[src/rtl/pipe_addsub.sv]
// pipe_addsub -- skewed, chunked ripple add/subtract pipeline.
// Stage k adds operand slice k with the carry registered by stage k-1, so a
// result appears exactly STAGES = WIDTH/CHUNK cycles after it was accepted.
// All stages stall together when the output is held by the consumer.
// Optional feature: define PIPE_ADDSUB_SAT_EN to clamp signed overflow to the
// most positive / most negative value instead of wrapping.
module pipe_addsub #(
   parameter int WIDTH = 16,
   parameter int CHUNK = 4
) (
   input  logic             clk,
   input  logic             rst_n,
   input  logic             in_valid,
   output logic             in_ready,
   input  logic [WIDTH-1:0] a,
   input  logic [WIDTH-1:0] b,
   input  logic             cin,
   input  logic             sub,
   output logic             out_valid,
   input  logic             out_ready,
   output logic [WIDTH-1:0] sum,
   output logic             cout,
   output logic             ovf
);

   localparam int STAGES = WIDTH / CHUNK;
   localparam int LAST   = STAGES - 1;

   // Stage registers: operands travel unchanged (b already conditioned for
   // subtract), the result fills in one slice per stage, carry links stages.
   logic             stageValid [STAGES];
   logic [WIDTH-1:0] stageA     [STAGES];
   logic [WIDTH-1:0] stageB     [STAGES];
   logic [WIDTH-1:0] stageRes   [STAGES];
   logic             stageCarry [STAGES];

   logic             nextValid  [STAGES];
   logic [WIDTH-1:0] nextA      [STAGES];
   logic [WIDTH-1:0] nextB      [STAGES];
   logic [WIDTH-1:0] nextRes    [STAGES];
   logic             nextCarry  [STAGES];

   logic [WIDTH-1:0] effB;
   logic             effCin;
   logic [CHUNK:0]   chunkSum;
   logic             advance;
   logic             msbA;
   logic             msbB;
   logic             msbRes;

   // One CHUNK-wide slice of the carry chain, returning {carry, slice sum}.
   function automatic logic [CHUNK:0] addSlice(input logic [WIDTH-1:0] x,
                                                input logic [WIDTH-1:0] y,
                                                input logic             c,
                                                input int               k);
      return {1'b0, x[k*CHUNK +: CHUNK]} + {1'b0, y[k*CHUNK +: CHUNK]}
             + {{CHUNK{1'b0}}, c};
   endfunction

   // The whole pipe moves only when the output slot is empty or being taken.
   assign advance   = !stageValid[LAST] || out_ready;
   assign in_ready  = advance;
   assign out_valid = stageValid[LAST];

   // Next-state for every stage: stage 0 takes the inputs, the rest take the
   // previous stage and fill in their own result slice.
   always_comb begin
      effB     = sub ? ~b : b;
      effCin   = cin ^ sub;
      chunkSum = '0;
      for (int k = 0; k < STAGES; k++) begin
         nextValid[k] = 1'b0;
         nextA[k]     = '0;
         nextB[k]     = '0;
         nextRes[k]   = '0;
         nextCarry[k] = 1'b0;
      end

      chunkSum                = addSlice(a, effB, effCin, 0);
      nextValid[0]            = in_valid;
      nextA[0]                = a;
      nextB[0]                = effB;
      nextRes[0][CHUNK-1:0]   = chunkSum[CHUNK-1:0];
      nextCarry[0]            = chunkSum[CHUNK];

      for (int k = 1; k < STAGES; k++) begin
         chunkSum                     = addSlice(stageA[k-1], stageB[k-1],
                                                 stageCarry[k-1], k);
         nextValid[k]                 = stageValid[k-1];
         nextA[k]                     = stageA[k-1];
         nextB[k]                     = stageB[k-1];
         nextRes[k]                   = stageRes[k-1];
         nextRes[k][k*CHUNK +: CHUNK] = chunkSum[CHUNK-1:0];
         nextCarry[k]                 = chunkSum[CHUNK];
      end
   end

   // Stage registers: cleared on reset (discarding in-flight work), loaded
   // together on advance, otherwise frozen.
   always_ff @(posedge clk or negedge rst_n) begin
      if (!rst_n) begin
         for (int k = 0; k < STAGES; k++) begin
            stageValid[k] <= 1'b0;
            stageA[k]     <= '0;
            stageB[k]     <= '0;
            stageRes[k]   <= '0;
            stageCarry[k] <= 1'b0;
         end
      end else if (advance) begin
         for (int k = 0; k < STAGES; k++) begin
            stageValid[k] <= nextValid[k];
            stageA[k]     <= nextA[k];
            stageB[k]     <= nextB[k];
            stageRes[k]   <= nextRes[k];
            stageCarry[k] <= nextCarry[k];
         end
      end
   end

   // Signed overflow: operands of equal sign producing a result of the other
   // sign, equivalent to carry-in XOR carry-out of the MSB.
   assign msbA   = stageA[LAST][WIDTH-1];
   assign msbB   = stageB[LAST][WIDTH-1];
   assign msbRes = stageRes[LAST][WIDTH-1];
   assign ovf    = (msbA == msbB) && (msbRes != msbA);
   assign cout   = stageCarry[LAST];

`ifdef PIPE_ADDSUB_SAT_EN
   // Clamp toward the sign of a when the full-width operation overflowed.
   always_comb begin
      sum = stageRes[LAST];
      if (ovf) begin
         sum = msbA ? {1'b1, {(WIDTH-1){1'b0}}} : {1'b0, {(WIDTH-1){1'b1}}};
      end
   end
`else
   assign sum = stageRes[LAST];
`endif

endmodule

[config.mk]
export PLATFORM = sky130hd
export DESIGN_NAME = pipe_addsub
export DESIGN_NICKNAME = d
export VERILOG_FILES = /design/src/rtl/pipe_addsub.sv
export SDC_FILE = /design/constraint.sdc
export NUM_CORES = 1
export LEC_CHECK = 0
export ABC_AREA = 1
export BUFFER_PORTS_ARGS = -buffer_cell sky130_fd_sc_hd__buf_2
export CELL_PAD_IN_SITES_DETAIL_PLACEMENT = 0
export CELL_PAD_IN_SITES_GLOBAL_PLACEMENT = 1
export CORE_MARGIN = 2
export CORE_UTILIZATION = 35
export DETAILED_ROUTE_END_ITERATION = 8
export GPL_TIMING_DRIVEN = 0
export PLACE_DENSITY_LB_ADDON = 0.25
export SYNTH_ARGS = -nofsm -noshare
export SYNTH_HDL_FRONTEND = slang
export SYNTH_SLANG_ARGS = --single-unit
[constraint.sdc]
create_clock -name clk -period 1.6 [get_ports clk]
set_clock_uncertainty 0.15 [all_clocks]
set_input_delay 0.24 -clock clk [delete_from_list [all_inputs] [get_ports clk]]
set_output_delay 0.24 -clock clk [all_outputs]
set_load 0.01 [all_outputs]
* Yosys cells after proc, flatten, opt, wreduce, memory -nomap -nowiden *
Index checks and enable logic that the tools add are counted.

storage, ports and cells
  register bits after elaboration = 176
  bits of input ports = 38
  output and inout bits = 20
  logic and storage cells = 36

cells by class
  $add $sub $neg = 8
  equality and inequality tests = 2
  muxes and demuxes = 1
  bitwise gates (word level) = 2
  reductions and logical operators = 3

operator list
  operator               number
  adder 4 x 4 -> 5 bit   4
  adder 5 x 1 -> 5 bit   4
  2-to-1 mux 16 bit      1
  NOT 16 bit             1
  equality test 1 bit    1
  logical AND 1 bit      1
  logical NOT 1 bit      1
  logical OR 1 bit       1
  inequality test 1 bit  1
  bitwise XOR 1 bit      1

* Depth between registers and ports, before layout *
  depth in word-level cells = 4
  gate-level depth with buffers = 9
  gate-level depth less buffers = 8

* Worst setup path after synthesis *
Ideal clock, no wire load.

  path type = input port to flip-flop
  start point = in sub
  end point = reg stageCarry[3] in the netlist's numbering
  library setup time = 0.131 ns
  arrival time = 1.826 ns
  data required time = 1.319 ns
  setup slack = -0.506 ns
  cell stages on the path = 9
  cell sequence = buf_4 buf_6 xor2_1 fa_1 fa_1 nand2_1 inv_1 o21ai_0 a22oi_1

on the way
  cells in the longest elaborated chain, start to end = 3
  elaborated cells on any way between the ends = 4
  those cells by class = add/sub (2); mux (1); bitwise (1)

RTL lines
  element                          RTL line  RTL
  from (decl)                      18        input logic sub,
  2-to-1 mux 16 bit                68        effB = sub ? ~b : b;
  adder 4 x 4 -> 5 bit             56        return {1'b0, x[k*CHUNK +: CHUNK]} + {1'b0, y[k*CHUNK +: CHUNK]}
  adder 5 x 1 -> 5 bit (*)         57        + {{CHUNK{1'b0}}, c};
  to (signal, indexed assignment)  115       stageCarry[k] <= nextCarry[k];
  to (decl)                        35        logic stageCarry [STAGES];

Every way passes the cells marked *; elsewhere a longest branch is shown, timed or not.
A chain may end at the register's enable or synchronous reset.

* Final worst setup path *
  start point = reg stageA, in the netlist nextA[12]
  end point = reg stageCarry, in the netlist cout

on the way
  cells in the longest elaborated chain, start to end = 2

RTL lines
  element                            RTL line  RTL
  from (decl)                        32        logic [WIDTH-1:0] stageA [STAGES];
  from (signal, indexed assignment)  112       stageA[k] <= nextA[k];
  adder 4 x 4 -> 5 bit               56
  adder 5 x 1 -> 5 bit               57

No other way between the ends.

==> flow_metrics.py <==
metrics = {
    "outcome": {
        "outcome": "finished, violations left",
        "violations": "negative setup slack",
    },
    "floorplan": {
        "fp.dieArea_um2": 13300,
        "fp.dieW_um": 115,
        "initial_core_util_pct": 36.0,
        "placement_rows": 40,
        "die_h_um": 115,
        "core_area_um2": 12100,
        "ios": 58,
    },
    "pwr": {
        "ir_drop_mv": 0.615,
        "p_per_area_nw_per_um2": 1860,
        "leakagePower_nw": 2.78,
    },
    "drt": {
        "drc": 0,
        "ant_nets": 0,
        "first_iter_violations": 223,
        "wl_um": 9570,
        "avgRoutedWirePerCell_um": 13.0,
        "viasPerCell": 4.43,
        "vias": 3262,
        "drt_first_pass_iters": 4,
    },
    "logic_synthesis": {
        "ys_seq_area_share_pct": 56.5,
        "ys_types": 21,
        "syn_area_um2": 4340,
        "synth-main-ff-cell": "dfrtp_1",
        "syn_inst": 473,
        "synth_nets": 531,
        "yosysWarnings": 0,
        "synth_area_per_cell_um2": 9.17,
        "synth_edf_count": 0,
        "ys_ff_latch": 98,
        "async_flop_share_pct": 100,
    },
    "clock_tree": {
        "cts_buffers": 9,
        "h-tree-depth": 3,
        "clkTransAtPathRegs_ns": 0.07,
        "cts_root_buf": "clkbuf_16",
        "clk_path_buf_depth": 2,
        "cts.sinks": 98,
        "clk_latency_ns": 0.34,
        "cts_tree": "yes",
    },
    "setup_path": {
        "r2r_setup_slack_ns": -0.13,
        "startpoint_type": "flop",
        "critPathKind": "reg2reg",
        "crit_path_frequent_cell": "fa_2",
        "critPathRequiredTime_ns": 1.67,
        "r2r_start": "nextA[12]",
        "reg2regPathDepth": 6,
        "cp.arrival_ns": 1.80,
        "cp-end-kind": "flop",
        "crit_path_max_incr_delay_ns": 0.41,
        "crit_start": "nextA[12]",
        "crit_chain": "fa_2 -> fa_2 -> nand2_2 -> inv_2 -> o21ai_2 -> a21oi_1",
        "r2r_end": "cout",
        "critPathMaxFanout": 2,
        "slowest_stage": "fa_2",
    },
    "global_route": {
        "grt_start_max_net_pins": 53,
        "grt.overflow.total": 0,
        "grt.total_usage_pct": 16.1,
        "grt_pass1_wl_um": 16300,
        "grt_pass1_vias": 3292,
        "antenna_found_initial": 0,
    },
    "cells_and_area": {
        "syn2layout_area_growth_pct": 25.9,
        "drive_gt1_share_pct": 22.7,
        "finalNetCount": 622,
        "fillers": 1193,
        "n_antenna_cell": 0,
        "fin_util_pct": 45.3,
    },
    "worst_hold_path": {
        "min_from": "b[14]",
        "hold_end": "nextB[46]",
        "min_path_type": "in2reg",
        "whs_path_depth": 3,
    },
    "timing": {
        "finalSetupViolCount": 9,
        "fin_crit_sh_pct": 108,
        "period_minus_slack_ns": 1.73,
        "setup_slack_ns": -0.132,
        "hold_viol": 0,
        "timing.fmax_mhz": 577,
        "tightest_slew_ns": 0.682,
        "rsz0062_at_grt": "true",
        "drv_slew": 0,
        "max_slew_margin_pct": 54.5,
    },
    "place": {
        "place_ws_ns": -0.475,
        "routabilityCongestion": 0.772,
        "place_hpwl_um": 6820,
        "io_buffers": 56,
    },
    "job": {
        "drv_cap": 0,
    },
}
[repair_timing]
item,in CTS,in global routing
setup endpoints to repair,12,32
hold buffers,14,0
resized for setup,18,15
pin swaps,10,9
hold endpoints to repair,64,0
buffers inserted,5,5
[cell families after synthesis]
kind of cell    Yosys count  share of synthesized area, %
compound gates           67                          7.93
xor+xnor                 17                          3.43
fa+ha+maj                20                          7.15
buf+inv                  63                          6.57
flops                    98                          56.5
simple gates            208                          18.4
[how the worst max path moves through the flow]
stage / end / slack, ns / depth (start not counted)
2_1_floorplan: stageCarry[3] / -0.38 / 9
3_3_place_gp: nextB[31] / -0.90 / 1
3_5_place_dp: stageCarry[3] / -0.48 / 9
4_1_cts: cout / -0.15 / 6
5_1_grt: cout / -0.19 / 6
6_report: cout / -0.13 / 6
[state kept, by name (all words and copies together) (netlist names)]
register and flops:
msbA 1, cout 1, nextValid 3, nextA 24
nextRes 24, out_valid 1, stageCarry 3, sum 16
nextB 24, msbB 1
[critical path, delay by kind of cell (launching register included)]
kind / cells / cell delay [ns]
compound gates: 2 / 0.18
fa+ha+maj: 2 / 0.77
buf+inv: 1 / 0.04
simple gates: 1 / 0.07
flops: 1 / 0.40
[cell usage after synthesis, types with 5 or more instances]
cell type,n,area (um^2)
inv_1,39,146
a21oi_1,8,40.0
buf_2,12,60.1
clkbuf_1,5,18.8
o21ai_0,53,265
nand2_1,181,679
nand3_1,12,60.1
nor2_1,14,52.6
fa_1,8,160
xor2_1,5,43.8
dfrtp_1,98,2450
xnor2_1,12,105
ha_1,12,150
[power by group]
group / internal (mW) / switching [mW]
Clock: 1.21 / 0.901
Combinational: 1.62 / 2.19
Sequential: 3.58 / 0.631
Total: 6.41 / 3.72
[metal layers]
| metal | vias up | global-route usage, % | share of wire [%] |
|---|---|---|---|
| li1 | 1653 | - | - |
| met1 | 1525 | 22.0 | 48 |
| met2 | 75 | 26.0 | 47 |
| met3 | 9 | 3.06 | 4.1 |
| met4 | 0 | 5.06 | 1.3 |
| met5 | - | 0 | 0 |
[cells in the final DEF, fill, tap and decap left out, drive strengths merged]
cell type / count
a21oi: 8
inv: 40
clkinv: 1
buf: 84
nand3: 12
o31ai: 2
ha: 12
o21ai: 55
a22oi: 1
clkbuf: 16
dlygate4sd3: 14
dfrtp: 98
xor2: 5
clkinvlp: 2
o22ai: 1
xnor2: 12
bufinv: 1
nor2: 15
fa: 8
nand2: 181
[final cells by class]
cell class	count	area [um^2]	share of cell area (%)
flip-flops and latches	98	2450	44.9
multi-input cells	312	1670	30.5
repair buffers	81	532	9.74
clock buffers	11	233	4.26
well taps	168	210	3.85
plain buffers	22	164	3.00
inverters	40	150	2.75
clock inverters	4	53.8	0.985
[metrics by stage]
step | setup TNS [ns] | power [mW] | cells | instance area (um^2) | hold WS (ns)
final | -0.486 | 10.1 | 736 | 5460 | 0.0258
after global routing | -1.08 | 11.1 | 736 | 5460 | 0.0345
after CTS | -0.660 | 10.1 | 731 | 5400 | 0.0205
after detailed placement | -2.15 | 7.73 | 698 | 4910 | 0.183
after global placement | -89.79 | 7.64 | 697 | 4880 | 0.285
after floorplan | -1.24 | 6.48 | 473 | 4390 | -0.206
Power figures use the tool's default switching activity.
